<file path="config.mk">
export PLATFORM = sky130hd
export DESIGN_NAME = time_counter_flat
export DESIGN_NICKNAME = d
export VERILOG_FILES = /design/src/rtl/time_counter_if.sv /design/src/rtl/time_counter.sv /design/src/flat_wrapper.sv
export SDC_FILE = /design/constraint.sdc
export NUM_CORES = 1
export LEC_CHECK = 0
export CAP_MARGIN = 10
export CORE_ASPECT_RATIO = 1.2
export CORE_MARGIN = 10
export CORE_UTILIZATION = 60
export CTS_CLUSTER_DIAMETER = 150
export DETAILED_ROUTE_END_ITERATION = 8
export PLACE_DENSITY_LB_ADDON = 0.25
export SKIP_CTS_REPAIR_TIMING = 1
export SLEW_MARGIN = 10
export SYNTH_ARGS = -nofsm -noshare
export SYNTH_HDL_FRONTEND = slang
export SYNTH_SLANG_ARGS = --single-unit
</file>
<file path="constraint.sdc">
create_clock -name clk -period 4.4 [get_ports clk]
set_input_delay 0.88 -clock clk [delete_from_list [all_inputs] [get_ports clk]]
set_output_delay 0.88 -clock clk [all_outputs]
set_load 0.005 [all_outputs]
</file>
<file path="src/rtl/time_counter_if.sv">
// Control inputs and BCD time outputs of the timekeeping stage.
// The master side drives mode/edit controls; the slave side (the counter) drives sec_tick and digits.
interface time_counter_if;
    logic       set_mode;
    logic [1:0] field_sel;
    logic       inc;
    logic       sec_tick;
    logic [3:0] hour1;
    logic [3:0] hour0;
    logic [3:0] minute1;
    logic [3:0] minute0;
    logic [3:0] second1;
    logic [3:0] second0;

    modport master (
        output set_mode, field_sel, inc,
        input  sec_tick, hour1, hour0, minute1, minute0, second1, second0
    );

    modport slave (
        input  set_mode, field_sel, inc,
        output sec_tick, hour1, hour0, minute1, minute0, second1, second0
    );
endinterface

</file>
<file path="src/rtl/time_counter.sv">
// 1 Hz prescaler plus HH:MM:SS BCD counter with a freeze-and-edit SET mode.
// Latency: all outputs registered, one edge from tick/inc to new digits; no backpressure.
module time_counter #(
    parameter int TICK_DIV = 25_000_000,
    parameter int CNT_W    = 25
) (
    input  logic          clk,
    input  logic          rst_n,
    time_counter_if.slave bus
);

    typedef enum logic {ST_RUN, ST_SET} state_e;

    localparam logic [CNT_W-1:0] PRESC_LAST = CNT_W'(TICK_DIV - 1);

    state_e           state_q, state_d;
    logic [CNT_W-1:0] presc_q, presc_d;
    logic             tick_q, tick_d;
    logic [3:0]       h1_q, h0_q, m1_q, m0_q, s1_q, s0_q;
    logic [3:0]       h1_d, h0_d, m1_d, m0_d, s1_d, s0_d;
    logic [8:0]       sec_n, min_n;
    logic [7:0]       hr_n;

    // Returns {carry, tens, units}; an out-of-range field restarts at 00 without carry.
    function automatic logic [8:0] inc_ms(input logic [3:0] t, input logic [3:0] u);
        if (t > 4'd5 || u > 4'd9) return 9'd0;
        if (u != 4'd9)            return {1'b0, t, u + 4'd1};
        if (t != 4'd5)            return {1'b0, t + 4'd1, 4'd0};
        return {1'b1, 8'd0};
    endfunction

    function automatic logic [7:0] inc_hr(input logic [3:0] t, input logic [3:0] u);
        logic legal;
        legal = (t < 4'd2 && u <= 4'd9) || (t == 4'd2 && u <= 4'd3);
        if (!legal || (t == 4'd2 && u == 4'd3)) return 8'h00;
        if (u == 4'd9)                           return {t + 4'd1, 4'd0};
        return {t, u + 4'd1};
    endfunction

    assign sec_n = inc_ms(s1_q, s0_q);
    assign min_n = inc_ms(m1_q, m0_q);
    assign hr_n  = inc_hr(h1_q, h0_q);

    always_ff @(posedge clk or negedge rst_n) begin
        if (!rst_n) begin
            state_q <= ST_RUN;
            presc_q <= '0;
            tick_q  <= 1'b0;
            h1_q    <= 4'd0;
            h0_q    <= 4'd0;
            m1_q    <= 4'd0;
            m0_q    <= 4'd0;
            s1_q    <= 4'd0;
            s0_q    <= 4'd0;
        end else begin
            state_q <= state_d;
            presc_q <= presc_d;
            tick_q  <= tick_d;
            h1_q    <= h1_d;
            h0_q    <= h0_d;
            m1_q    <= m1_d;
            m0_q    <= m0_d;
            s1_q    <= s1_d;
            s0_q    <= s0_d;
        end
    end

    always_comb begin
        state_d = bus.set_mode ? ST_SET : ST_RUN;
        presc_d = presc_q;
        tick_d  = 1'b0;
        h1_d    = h1_q;
        h0_d    = h0_q;
        m1_d    = m1_q;
        m0_d    = m0_q;
        s1_d    = s1_q;
        s0_d    = s0_q;

        // set_mode is looked at directly so that entering SET beats a pending tick.
        if (bus.set_mode) begin
            presc_d = '0;
            if (state_q == ST_SET && bus.inc) begin
                case (bus.field_sel)
                    2'd0:    {s1_d, s0_d} = sec_n[7:0];
                    2'd1:    {m1_d, m0_d} = min_n[7:0];
                    2'd2:    {h1_d, h0_d} = hr_n;
                    default: ;
                endcase
            end
        end else if (presc_q == PRESC_LAST) begin
            presc_d      = '0;
            tick_d       = 1'b1;
            {s1_d, s0_d} = sec_n[7:0];
            if (sec_n[8]) begin
                {m1_d, m0_d} = min_n[7:0];
                if (min_n[8]) begin
                    {h1_d, h0_d} = hr_n;
                end
            end
        end else begin
            presc_d = presc_q + CNT_W'(1);
        end
    end

    assign bus.sec_tick = tick_q;
    assign bus.hour1    = h1_q;
    assign bus.hour0    = h0_q;
    assign bus.minute1  = m1_q;
    assign bus.minute0  = m0_q;
    assign bus.second1  = s1_q;
    assign bus.second0  = s0_q;

endmodule

</file>
<file path="src/flat_wrapper.sv">
// flat-port wrapper written by rule: the top's interface ports become plain ports
module time_counter_flat 
#(
    parameter int TICK_DIV = 25_000_000,
    parameter int CNT_W    = 25
)
  (clk, rst_n, bus_set_mode, bus_field_sel, bus_inc, bus_sec_tick, bus_hour1, bus_hour0, bus_minute1, bus_minute0, bus_second1, bus_second0);
  time_counter_if bus_i ();
  input  logic clk;
  input  logic rst_n;
  input wire logic [$bits(bus_i.set_mode)-1:0] bus_set_mode;
  input wire logic [$bits(bus_i.field_sel)-1:0] bus_field_sel;
  input wire logic [$bits(bus_i.inc)-1:0] bus_inc;
  output wire logic [$bits(bus_i.sec_tick)-1:0] bus_sec_tick;
  output wire logic [$bits(bus_i.hour1)-1:0] bus_hour1;
  output wire logic [$bits(bus_i.hour0)-1:0] bus_hour0;
  output wire logic [$bits(bus_i.minute1)-1:0] bus_minute1;
  output wire logic [$bits(bus_i.minute0)-1:0] bus_minute0;
  output wire logic [$bits(bus_i.second1)-1:0] bus_second1;
  output wire logic [$bits(bus_i.second0)-1:0] bus_second0;
  assign bus_i.set_mode = bus_set_mode;
  assign bus_i.field_sel = bus_field_sel;
  assign bus_i.inc = bus_inc;
  assign bus_sec_tick = bus_i.sec_tick;
  assign bus_hour1 = bus_i.hour1;
  assign bus_hour0 = bus_i.hour0;
  assign bus_minute1 = bus_i.minute1;
  assign bus_minute0 = bus_i.minute0;
  assign bus_second1 = bus_i.second1;
  assign bus_second0 = bus_i.second0;
  time_counter #(.TICK_DIV(TICK_DIV), .CNT_W(CNT_W)) u_core (.clk(clk), .rst_n(rst_n), .bus(bus_i));
endmodule
</file>
==> impl_metrics.py <==
metrics = {
    "timing": {
        "rsz0062_at_grt": "false",
        "slew_violations": 0,
        "clock.fmax_ghz": 0.381,
        "setup_viol": 0,
        "hold_viol_final": 0,
        "fin_crit_sh": 0.597,
        "fin_ws_ps": 1770,
        "min_period_ps": 2630,
        "setup_tns_ps": 0,
        "finClkSkew_ps": 10.6,
        "worst_slew_pin_slew_ps": 1100,
        "slew_headroom": 0.265,
    },
    "place": {
        "dp_cells": 349,
        "io_buffers": 30,
        "dp_worst_setup_slack_ps": 1430,
        "globalplace.congestion": 0.806,
        "place_hpwl_um": 4020,
    },
    "global_route": {
        "grt_pass1_wl_um": 9890,
        "grt_max_degree": 52,
        "overflow": 0,
        "antenna_found_initial": 0,
        "grt_pass1_vias": 2147,
        "grt_usage": 0.159,
    },
    "clocking": {
        "numCtsBuffers": 5,
        "cts_tree": "built",
        "htree_levels": 2,
        "clk_pin_slew_ps": 90,
        "cts_max_path_buffers": 2,
        "ctsRootBufferMaster": "clkbuf_8",
        "clock_sinks": 51,
        "clk_latency_ps": 300,
    },
    "critical_path": {
        "crit_required_ps": 4600,
        "critical_path_class": "input port to flop",
        "worst-path-buf-inv": 1,
        "critPathSlowestCell": "a21o_1",
        "cp_max_fo": 27,
        "path_cells": "clkdlybuf4s50_1 -> a21o_1 -> o21ai_2 -> o41ai_1",
        "cp_top_family": "compound AO/OA/AOI/OAI gates",
        "crit_path_end_kind": "flop",
        "start_kind": "input port",
        "arrival_ps": 2830,
        "max_stage_delay_ps": 700,
        "cp-startpoint": "bus_set_mode",
        "rrSetupSlack_ps": 1820,
        "r2r_start": "u_core.presc_q[2]",
    },
    "synth": {
        "syn_area_mm2": 0.00268,
        "synth_top_area_frac": 0.476,
        "yosys.cell_types.count": 51,
        "yosysSeqAreaShare": 0.476,
        "synth_area_leaders": "dfrtp_1 (48%), xor2_1 (5.5%), nor2_1 (4.8%), nand3_1 (3.2%), nand2_1 (2.5%)",
        "synth_area_leader_cell": "dfrtp_1",
        "synth_nets": 278,
        "async_reset_ff_frac": 1.00,
        "netlist_top_cells_count": "dfrtp_1 (51), nor2_1 (34), nand2_1 (18)",
        "synth_area_per_cell_um2": 9.98,
        "postSynthCellCount": 269,
        "yosysWarningCount": 0,
        "ys_ff_latch": 51,
        "synth_most_common_cell": "dfrtp_1",
        "synth_enable_flop_cells": 0,
        "ys.flop_type": "dfrtp_1",
    },
    "floorplan": {
        "die_area_mm2": 0.00756,
        "initial_core_util": 0.625,
        "core_area_mm2": 0.00429,
        "die_w_um": 81.1,
        "fp.dieH_um": 93.3,
        "ioPinCount": 31,
        "rows": 26,
    },
    "detailed_routing": {
        "dr_wl_met3_um": 307,
        "ant_nets": 0,
        "drc": 0,
        "drt-wirelength-per-cell_um": 15.7,
        "m1WireLength_um": 2450,
        "vias": 2169,
        "routed_wirelength_um": 5570,
        "drt_first_pass_iters": 4,
        "drt_iter0_markers": 117,
        "highest_layer": "met4",
        "met2_length_um": 2740,
        "viasPerCell": 6.11,
    },
    "cells_and_area": {
        "syn2layout_area_growth_pct": 15.3,
        "multi_input_area_mm2": 0.00137,
        "instances_no_fill": 355,
        "antenna_cells": 0,
        "seqCellArea_mm2": 0.00128,
        "layout-drive-gt1-share": 0.0669,
        "nets": 309,
        "fillers": 337,
        "fin_util": 0.721,
    },
    "min_path": {
        "hold_start": "u_core.presc_q[0]",
        "hold_path.class": "flop to flop",
    },
    "power": {
        "p_per_area_mw_per_mm2": 304,
        "p_leak_nw": 1.29,
        "vdd_drop_max_v": 0.000228,
    },
    "job": {
        "max-cap-violations": 0,
    },
    "outcome": {
        "status": "complete, no violations",
    },
}
## per-layer routing
layer / vias to the layer above / track usage
li1: 1059 / -
met1: 1062 / 0.194
met2: 43 / 0.267
met3: 5 / 0.0412
met4: 0 / 0.0506
met5: - / 0
## through the flow
| stage | power (W) | hold WS (ps) | area, um2 |
|---|---|---|---|
| final | 0.000942 | 509 | 3100 |
| after global routing | 0.000990 | 540 | 3100 |
| after CTS | 0.000949 | 513 | 3100 |
| after detailed placement | 0.000707 | 502 | 3020 |
| after global placement | 0.000703 | 482 | 3020 |
| after floorplan | 0.000621 | 455 | 2680 |
## sequential cells by signal, indices dropped and copies added, names as in the netlist
signal               flops
u_core.bus.hour0         4
u_core.bus.minute1       4
u_core.presc_q          25
u_core.bus.second0       4
u_core.bus.sec_tick      1
u_core.state_q           1
u_core.bus.minute0       4
u_core.bus.second1       4
u_core.bus.hour1         4
## placed cells by master, fill, tap and decap left out, types with 6 or more instances in the layout
| cell type | n |
|---|---|
| dfrtp_1 | 51 |
| nor2_1 | 34 |
| clkdlybuf4s50_1 | 29 |
| nand2_1 | 18 |
| nand3_1 | 17 |
| xor2_1 | 17 |
| o21ai_0 | 10 |
| nand4_1 | 8 |
| xnor2_1 | 6 |
| and2_1 | 6 |
| o31ai_1 | 6 |
## cells by family after synthesis
logic type	count (synthesis)	share of synthesized area
AOI/OAI and AO/OA	46	0.126
xor gates and xnor gates	23	0.0751
buffers and inverters	10	0.0154
adders and majority gates	3	0.0140
and+or+nand+nor	134	0.286
DFF	51	0.476
muxes	2	0.00839
## power by group
part / switching [W] / internal (W)
clock network: 0.000138 / 0.000106
registers: 0.0000443 / 0.000493
logic: 0.0000753 / 0.0000843
## worst register-to-register path, cell delays in order, from the launching register on
cell and delay, ps:
dfrtp_1 460, nand4_2 240, nor4_4 390, a21o_1 750
o21ai_2 270, o41ai_1 390
## worst paths after layout
path | to | cells past startpoint
setup reg to reg | u_core.bus.hour1[0] | 5
hold reg to reg | u_core.presc_q[0] | 1
min in group asynchronous | u_core.bus.second0[3] | 1
max in group asynchronous | u_core.presc_q[1] | 1
setup / recovery | u_core.bus.hour1[0] | 4
hold / removal | u_core.presc_q[0] | 1
## cell type report
class,count,share of cell area
Tap cell,56,0.0226
Clock buffer,6,0.0234
Sequential cell,51,0.412
Multi-Input combinational cell,208,0.441
Inverter,4,0.00485
Timing Repair Buffer,30,0.0954
No activity file was read; power rests on OpenSTA's default activity.
